[config.mk]
export PLATFORM = sky130hd
export DESIGN_NAME = xif_mem_responder
export DESIGN_NICKNAME = d
export VERILOG_FILES = /design/src/rtl/xif_mem_responder.sv
export SDC_FILE = /design/constraint.sdc
export NUM_CORES = 1
export LEC_CHECK = 0
export ABC_AREA = 1
export BUFFER_PORTS_ARGS = -buffer_cell sky130_fd_sc_hd__buf_2
export CORE_ASPECT_RATIO = 1.25
export CORE_UTILIZATION = 30
export DETAILED_ROUTE_END_ITERATION = 8
export PLACE_DENSITY_LB_ADDON = 0.1
export SYNTH_ARGS = -nofsm -noshare
export SYNTH_HDL_FRONTEND = slang
export SYNTH_SLANG_ARGS = --single-unit
[constraint.sdc]
create_clock -name clk_i -period 2.3 [get_ports clk_i]
set_input_delay 0 -clock clk_i [delete_from_list [all_inputs] [get_ports clk_i]]
set_output_delay 0 -clock clk_i [all_outputs]
set_load 0.005 [all_outputs]
[src/rtl/xif_mem_responder.sv]
// XIF memory-channel responder: one coprocessor request at a time onto OBI.
// Define XIF_MEM_SPEC_EN to hold speculative requests until commit/kill.
module xif_mem_responder #(
  parameter int unsigned X_ID_WIDTH = 4,
  parameter int unsigned ADDR_WIDTH = 32,
  parameter int unsigned DATA_WIDTH = 32
) (
  input  logic                    clk_i,
  input  logic                    rst_ni,
  input  logic                    mem_valid_i,
  output logic                    mem_ready_o,
  input  logic [X_ID_WIDTH-1:0]   mem_id_i,
  input  logic [ADDR_WIDTH-1:0]   mem_addr_i,
  input  logic                    mem_we_i,
  input  logic [DATA_WIDTH/8-1:0] mem_be_i,
  input  logic [DATA_WIDTH-1:0]   mem_wdata_i,
  input  logic                    mem_spec_i,
  output logic                    mem_resp_exc_o,
  output logic [5:0]              mem_resp_exccode_o,
  input  logic                    commit_valid_i,
  input  logic [X_ID_WIDTH-1:0]   commit_id_i,
  input  logic                    commit_kill_i,
  output logic                    mem_result_valid_o,
  output logic [X_ID_WIDTH-1:0]   mem_result_id_o,
  output logic [DATA_WIDTH-1:0]   mem_result_rdata_o,
  output logic                    mem_result_err_o,
  output logic                    data_req_o,
  input  logic                    data_gnt_i,
  output logic [ADDR_WIDTH-1:0]   data_addr_o,
  output logic                    data_we_o,
  output logic [DATA_WIDTH/8-1:0] data_be_o,
  output logic [DATA_WIDTH-1:0]   data_wdata_o,
  input  logic                    data_rvalid_i,
  input  logic [DATA_WIDTH-1:0]   data_rdata_i,
  input  logic                    data_err_i
);

  localparam int unsigned BW = DATA_WIDTH / 8;

  typedef enum logic [2:0] {
    IDLE,
    WAIT_COMMIT,
    REQ,
    RESP,
    RESULT
  } state_e;

  state_e                state_q;
  logic [X_ID_WIDTH-1:0] id_q;
  logic [ADDR_WIDTH-3:0] addr_q;
  logic                  we_q;
  logic [BW-1:0]         be_q;
  logic [DATA_WIDTH-1:0] wdata_q;
  logic [DATA_WIDTH-1:0] rdata_q;
  logic                  err_q;
  logic                  req_q;
  logic                  rvld_q;

  logic hs;
  logic misal;
  logic go;
  logic drop;

  assign mem_ready_o = rst_ni & (state_q == IDLE);
  assign hs          = mem_valid_i & mem_ready_o;
  assign misal       = |mem_addr_i[1:0];

  assign mem_resp_exc_o     = hs & misal;
  assign mem_resp_exccode_o = !mem_resp_exc_o ? 6'd0 :
                              mem_we_i ? 6'd6 : 6'd4;

`ifdef XIF_MEM_SPEC_EN
  logic [X_ID_WIDTH-1:0] last_id_q;
  logic                  last_kill_q;
  logic                  last_vld_q;
  logic                  hit_now;
  logic                  hit_old;
  logic                  cmt_hit;

  // A commit in the accept cycle wins over the tracked one.
  always_comb begin
    hit_now = commit_valid_i && (commit_id_i == mem_id_i);
    hit_old = last_vld_q && (last_id_q == mem_id_i);
    cmt_hit = commit_valid_i && (commit_id_i == id_q);
    go      = !mem_spec_i;
    drop    = 1'b0;
    if (mem_spec_i) begin
      if (hit_now) begin
        go   = !commit_kill_i;
        drop = commit_kill_i;
      end else if (hit_old) begin
        go   = !last_kill_q;
        drop = last_kill_q;
      end
    end
  end

  always_ff @(posedge clk_i or negedge rst_ni) begin
    if (!rst_ni) begin
      last_id_q   <= '0;
      last_kill_q <= 1'b0;
      last_vld_q  <= 1'b0;
    end else if (commit_valid_i) begin
      last_id_q   <= commit_id_i;
      last_kill_q <= commit_kill_i;
      last_vld_q  <= 1'b1;
    end
  end
`else
  logic unused_commit;
  assign unused_commit = ^{mem_spec_i, commit_valid_i,
                           commit_id_i, commit_kill_i};
  assign go   = 1'b1;
  assign drop = 1'b0;
`endif

  always_ff @(posedge clk_i or negedge rst_ni) begin
    if (!rst_ni) begin
      state_q <= IDLE;
      id_q    <= '0;
      addr_q  <= '0;
      we_q    <= 1'b0;
      be_q    <= '0;
      wdata_q <= '0;
      rdata_q <= '0;
      err_q   <= 1'b0;
      req_q   <= 1'b0;
      rvld_q  <= 1'b0;
    end else begin
      rvld_q <= 1'b0;
      unique case (state_q)
        IDLE: begin
          if (hs && !misal) begin
            id_q    <= mem_id_i;
            addr_q  <= mem_addr_i[ADDR_WIDTH-1:2];
            we_q    <= mem_we_i;
            be_q    <= mem_be_i;
            wdata_q <= mem_wdata_i;
            if (go) begin
              state_q <= REQ;
              req_q   <= 1'b1;
            end else if (!drop) begin
              state_q <= WAIT_COMMIT;
            end
          end
        end
`ifdef XIF_MEM_SPEC_EN
        WAIT_COMMIT: begin
          if (cmt_hit) begin
            state_q <= commit_kill_i ? IDLE : REQ;
            req_q   <= !commit_kill_i;
          end
        end
`endif
        REQ: begin
          if (data_gnt_i) begin
            state_q <= RESP;
            req_q   <= 1'b0;
          end
        end
        RESP: begin
          if (data_rvalid_i) begin
            rdata_q <= we_q ? '0 : data_rdata_i;
            err_q   <= data_err_i;
            rvld_q  <= 1'b1;
            state_q <= RESULT;
          end
        end
        RESULT: state_q <= IDLE;
        default: state_q <= IDLE;
      endcase
    end
  end

  assign data_req_o         = req_q;
  assign data_addr_o        = {addr_q, 2'b00};
  assign data_we_o          = we_q;
  assign data_be_o          = be_q;
  assign data_wdata_o       = wdata_q;
  assign mem_result_valid_o = rvld_q;
  assign mem_result_id_o    = id_q;
  assign mem_result_rdata_o = rdata_q;
  assign mem_result_err_o   = err_q;

endmodule
* After elaboration in Yosys (flattened, before gate mapping)
Index checks and enable logic that the tools add are counted.
Storage, ports and cells: register bits after elaboration 109, input bits 118, output and inout port bits 116, logic and storage cells 39
Operators by class: eq/ne operators 5, multiplexer cells 12, bitwise logic cells 3, reduce and logical (&&, ||, !) cells 9
Operators by type and width (count):
- 32-bit two-way mux | 1
- 3-bit two-way mux | 4
- 3-bit case mux with 3 select lines | 1
- 3-bit by 2-bit equality test with 1-bit output (second input constant) | 2
- 3-bit AND reduction | 2
- 1-bit two-way mux | 4
- 2-bit inequality test (second input constant) | 2
- 2-bit AND reduction | 2
- 1-bit bitwise AND | 3
- 3-bit zero test | 1
- 2-bit two-way mux | 1
- 2-bit by 1-bit inequality test with 1-bit output (second input constant) | 1
- 1-bit case mux with 2 select lines | 1
- 2-bit nonzero test | 1
- 2-bit OR reduction | 1
- 1-bit logical AND | 1
- 1-bit zero test | 1

* Longest topological paths before layout
word-level depth 6, mapped depth 6, depth with buffers taken out 5

* Least setup slack after synthesis
OpenSTA, ideal clock, no wires.
path type register to register, from register state_q[0], to register addr_q[22], library setup time 121 ps, arrival 1144 ps, data required time 2179 ps, setup slack 1036 ps, stages on the path, launching flop included 7, path buffers 2, period minus slack after synthesis 1264 ps, cells stage by stage dfrtp_1 > nor2_4 > nand4_4 > buf_6 > buf_2 > o21ai_1 > nand2_1
On the way: cells in the longest elaborated chain, start to end 5
RTL lines:
- start: declaration | line 48 | state_e state_q;
- start signal: assignment | line 119 | state_q <= IDLE;
- start signal: assignment | line 140 | state_q <= REQ;
- start signal: assignment | line 143 | state_q <= WAIT_COMMIT;
- 3-bit zero test (*) | line 64, 131
- 1-bit bitwise AND | line 64 | assign mem_ready_o = rst_ni & (state_q == IDLE);
- 1-bit bitwise AND | line 65 | assign hs = mem_valid_i & mem_ready_o;
- 1-bit logical AND | line 133 | if (hs && !misal) begin
- 2-bit AND reduction (no line) (*)
- end signal: assignment | line 135 | addr_q <= mem_addr_i[ADDR_WIDTH-1:2];
- end: declaration | line 50 | logic [ADDR_WIDTH-3:0] addr_q;
Mark *: on every way between the ends. The rest lies on a longest branch, timed or not. A chain may end at the register's enable or synchronous reset.

* Final worst setup path
from register state_q[1], to output port mem_resp_exc_o
On the way: cells in the longest elaborated chain, start to end 4
RTL lines:
- 3-bit zero test | line 64
- 1-bit bitwise AND | line 64
- 1-bit bitwise AND | line 65
- 1-bit bitwise AND | line 68 | assign mem_resp_exc_o = hs & misal;
- end: declaration | line 18 | output logic mem_resp_exc_o,
Every way passes these cells.

==> qor.csv <==
stage,metric,value,unit
run_status,status,"finished, final reports clean",
detailed_routing,detail_route.wl_per_cell,13.2,um
pwr,power.density,1040,nW/um2
floorplanning,die_w,111,um
setup_path,critPathLaunchType,flip-flop,
timing,period_share,0.809,
yosys,synth_warnings,0,
global_routing,antenna_found_initial,0,
detailed_routing,drcViolationCount,0,
floorplanning,io_pins,234,
setup_path,path_class,reg -> out,
placement,dpl_worst_slack,0.699,ns
detailed_routing,routed_wl,12.9,mm
cts,clk_pin_slew,0.07,ns
cts,cts.sinks,109,
yosys,ys_seq_area_frac,0.618,
yosys,synthCells,486,
placement,portBuffers,220,
floorplanning,start_util,0.307,
timing,finalWorstSetupSlack,0.438,ns
flow_run,maxCapViolations,0,
global_routing,grtUsageMet3,0.0330,
worst_hold_path,hold_class,in -> reg,
timing,setup_violations,0,
floorplanning,std_cell_rows,49,
timing,max_freq,0.537,GHz
cts,cts_setup_buffers,0,
timing,clock_skew,0.00851,ns
cts,clockRootBuffer,clkbuf_16,
floorplanning,die-area,15200,um2
floorplanning,core_area,14400,um2
timing,hold_violations,0,
setup_path,path_max_fanout,73,
floorplanning,die_h,138,um
yosys,avgSynthCellArea,9.09,um2
global_routing,overflow,0,
global_routing,use_met2,0.284,
timing,worst_pin_slew,0.813,ns
global_routing,grt_first_pass_wirelength,20.6,mm
yosys,synth_cell_type_count,21,
final_layout,utilization,0.486,
timing,fin_tns_setup,0,ns
global_routing,grt_use_met1,0.209,
global_routing,grt_usage,0.170,
timing,max_slew_margin,0.458,
final_layout,drive_gt1_frac,0.307,
setup_path,critical_path_arrival,1.86,ns
timing,min_period,1.86,ns
global_routing,grt_max_degree,74,
global_routing,grt_pass1_vias,4171,
cts,clkLatencyLatePin,0.35,ns
timing,rsz0062_at_grt,false,
cts,cts_resized,0,
detailed_routing,drtIter0Drc,159,
timing,maxSlewViolCount,0,
placement,dp_hpwl,8.25,mm
detailed_routing,route.antenna.remaining_nets,0,
placement,gp_congestion,0.703,
pwr,leakagePower,0.00377,uW
setup_path,cp.required,2.30,ns
pwr,peakVddDrop,0.422,mV
cts,cts-buffers-inserted,9,
final_layout,nFillCells,1407,
timing,whs,0.117,ns
global_routing,top_usage_layer,met2,
final_layout,synthToLayoutAreaGrowth,58.4,%
yosys,synth-seq-cells,109,
setup_path,cp-end-kind,primary output,
yosys,synth_area,4420,um2
cts,h-tree-depth,3,
final_layout,fin_nets,917,
cts,cts_tree,yes,
detailed_routing,routed_via_density,4.38,
pwr,finalPower,7300,uW
cts,clk_path_buf_depth,2,
detailed_routing,vias,4297,
final_layout,antenna_cells,0,
detailed_routing,first_pass_iters,5,
routing by layer:
metal | share of wire | up-vias
met2 | 0.49 | 152
met5 | 0 | -
met3 | 0.050 | 23
li1 | - | 2156
met4 | 0.030 | 0
met1 | 0.43 | 1966
per-stage QoR:
step	std cells	area, um2
global route	980	7000
detailed placement	858	5610
finish	980	7000
CTS	980	7000
floorplan	491	4440
global placement	858	5610
synth_stat cells, drive strengths merged:
master / number / area [um2]
nand3: 1 / 5.00
inv: 8 / 30.0
nor2: 8 / 53.8
o21ai: 103 / 516
buf: 29 / 198
and3: 1 / 6.26
conb: 1 / 3.75
nand4: 2 / 27.5
o22ai: 2 / 12.5
dfrtp: 109 / 2730
nor3b: 1 / 7.51
clkbuf: 10 / 37.5
nand2: 211 / 792
flip-flops by register name (all words and copies together), names as in the netlist:
name	count
data_be_o	4
state_q	3
mem_result_err_o	1
addr_q	30
mem_result_rdata_o	32
mem_result_id_o	4
data_we_o	1
data_req_o	1
data_wdata_o	32
mem_result_valid_o	1
where the power goes:
group	total [uW]	switching, uW	leakage [uW]	internal (uW)
sequential	3220	424	0.00139	2800
clock	1620	681	0.000147	939
combinational	2450	1270	0.00223	1180
total	7300	2380	0.00377	4920
cell usage in the layout (no fill, tap or decap):
cell and instances:
clkinv_2 2, nor3b_1 1, buf_2 219, nand4_1 1, buf_12 2, bufinv_16 2
inv_1 7, nand2_1 211, buf_4 7, nor2_8 1, nand4_4 1, o21ai_0 64
dfrtp_1 109, o22ai_1 2, nor2_4 1, clkinvlp_4 1, clkbuf_16 9, nand3_1 1
o21ai_1 39, nor2_1 6, dlygate4sd3_1 108, and3_1 1, inv_2 1, conb_1 6
cell type report:
class	count	area [um2]	share of cell area
flip-flops and latches	109	2730	0.390
repair buffers	336	2270	0.324
multi-input cells	335	1440	0.206
clock buffers	9	225	0.0322
well taps	178	223	0.0318
clock inverters	5	77.6	0.0111
inverters	8	30.0	0.00429
kinds of logic (layout without fill, tap and decap cells):
| group | after synthesis | after routing | synth area share |
|---|---|---|---|
| and+or+nand+nor | 224 | 224 | 0.202 |
| buffers and inverters | 47 | 358 | 0.0601 |
| other | 1 | 6 | 0.000849 |
| AOI/OAI and AO/OA | 105 | 105 | 0.120 |
| DFF | 109 | 109 | 0.618 |
critical path, cell delays in order, from the launching register on:
cell,delay [ns]
dfrtp_1,0.39
inv_1,0.09
nand4_4,0.12
buf_4,0.61
nor2_1,0.11
buf_2,0.16
worst paths after layout:
check                                                   from                            to  slack (ns)  cells after the start
worst max-delay path                  state_q[1]$_DFFE_PN0P_                mem_resp_exc_o        0.44                      5
worst min-delay path                             mem_valid_i        addr_q[29]$_DFFE_PN0P_        0.12                      5
worst max register to register        state_q[1]$_DFFE_PN0P_         addr_q[3]$_DFFE_PN0P_        0.71                      5
worst min register to register  mem_result_err_o$_DFFE_PN0P_  mem_result_err_o$_DFFE_PN0P_        0.47                      2
max in group asynchronous                             rst_ni  data_wdata_o[26]$_DFFE_PN0P_        1.29                      3
min in group asynchronous                             rst_ni        state_q[1]$_DFFE_PN0P_        0.39                      3
repair_timing:
| action | 4_1_cts | 5_1_grt |
|---|---|---|
| hold buffers | 108 | 0 |
| endpoints found under the hold margin | 216 | 0 |
| setup endpoints to repair | 0 | 0 |
No activity file was read; power rests on OpenSTA's default activity.
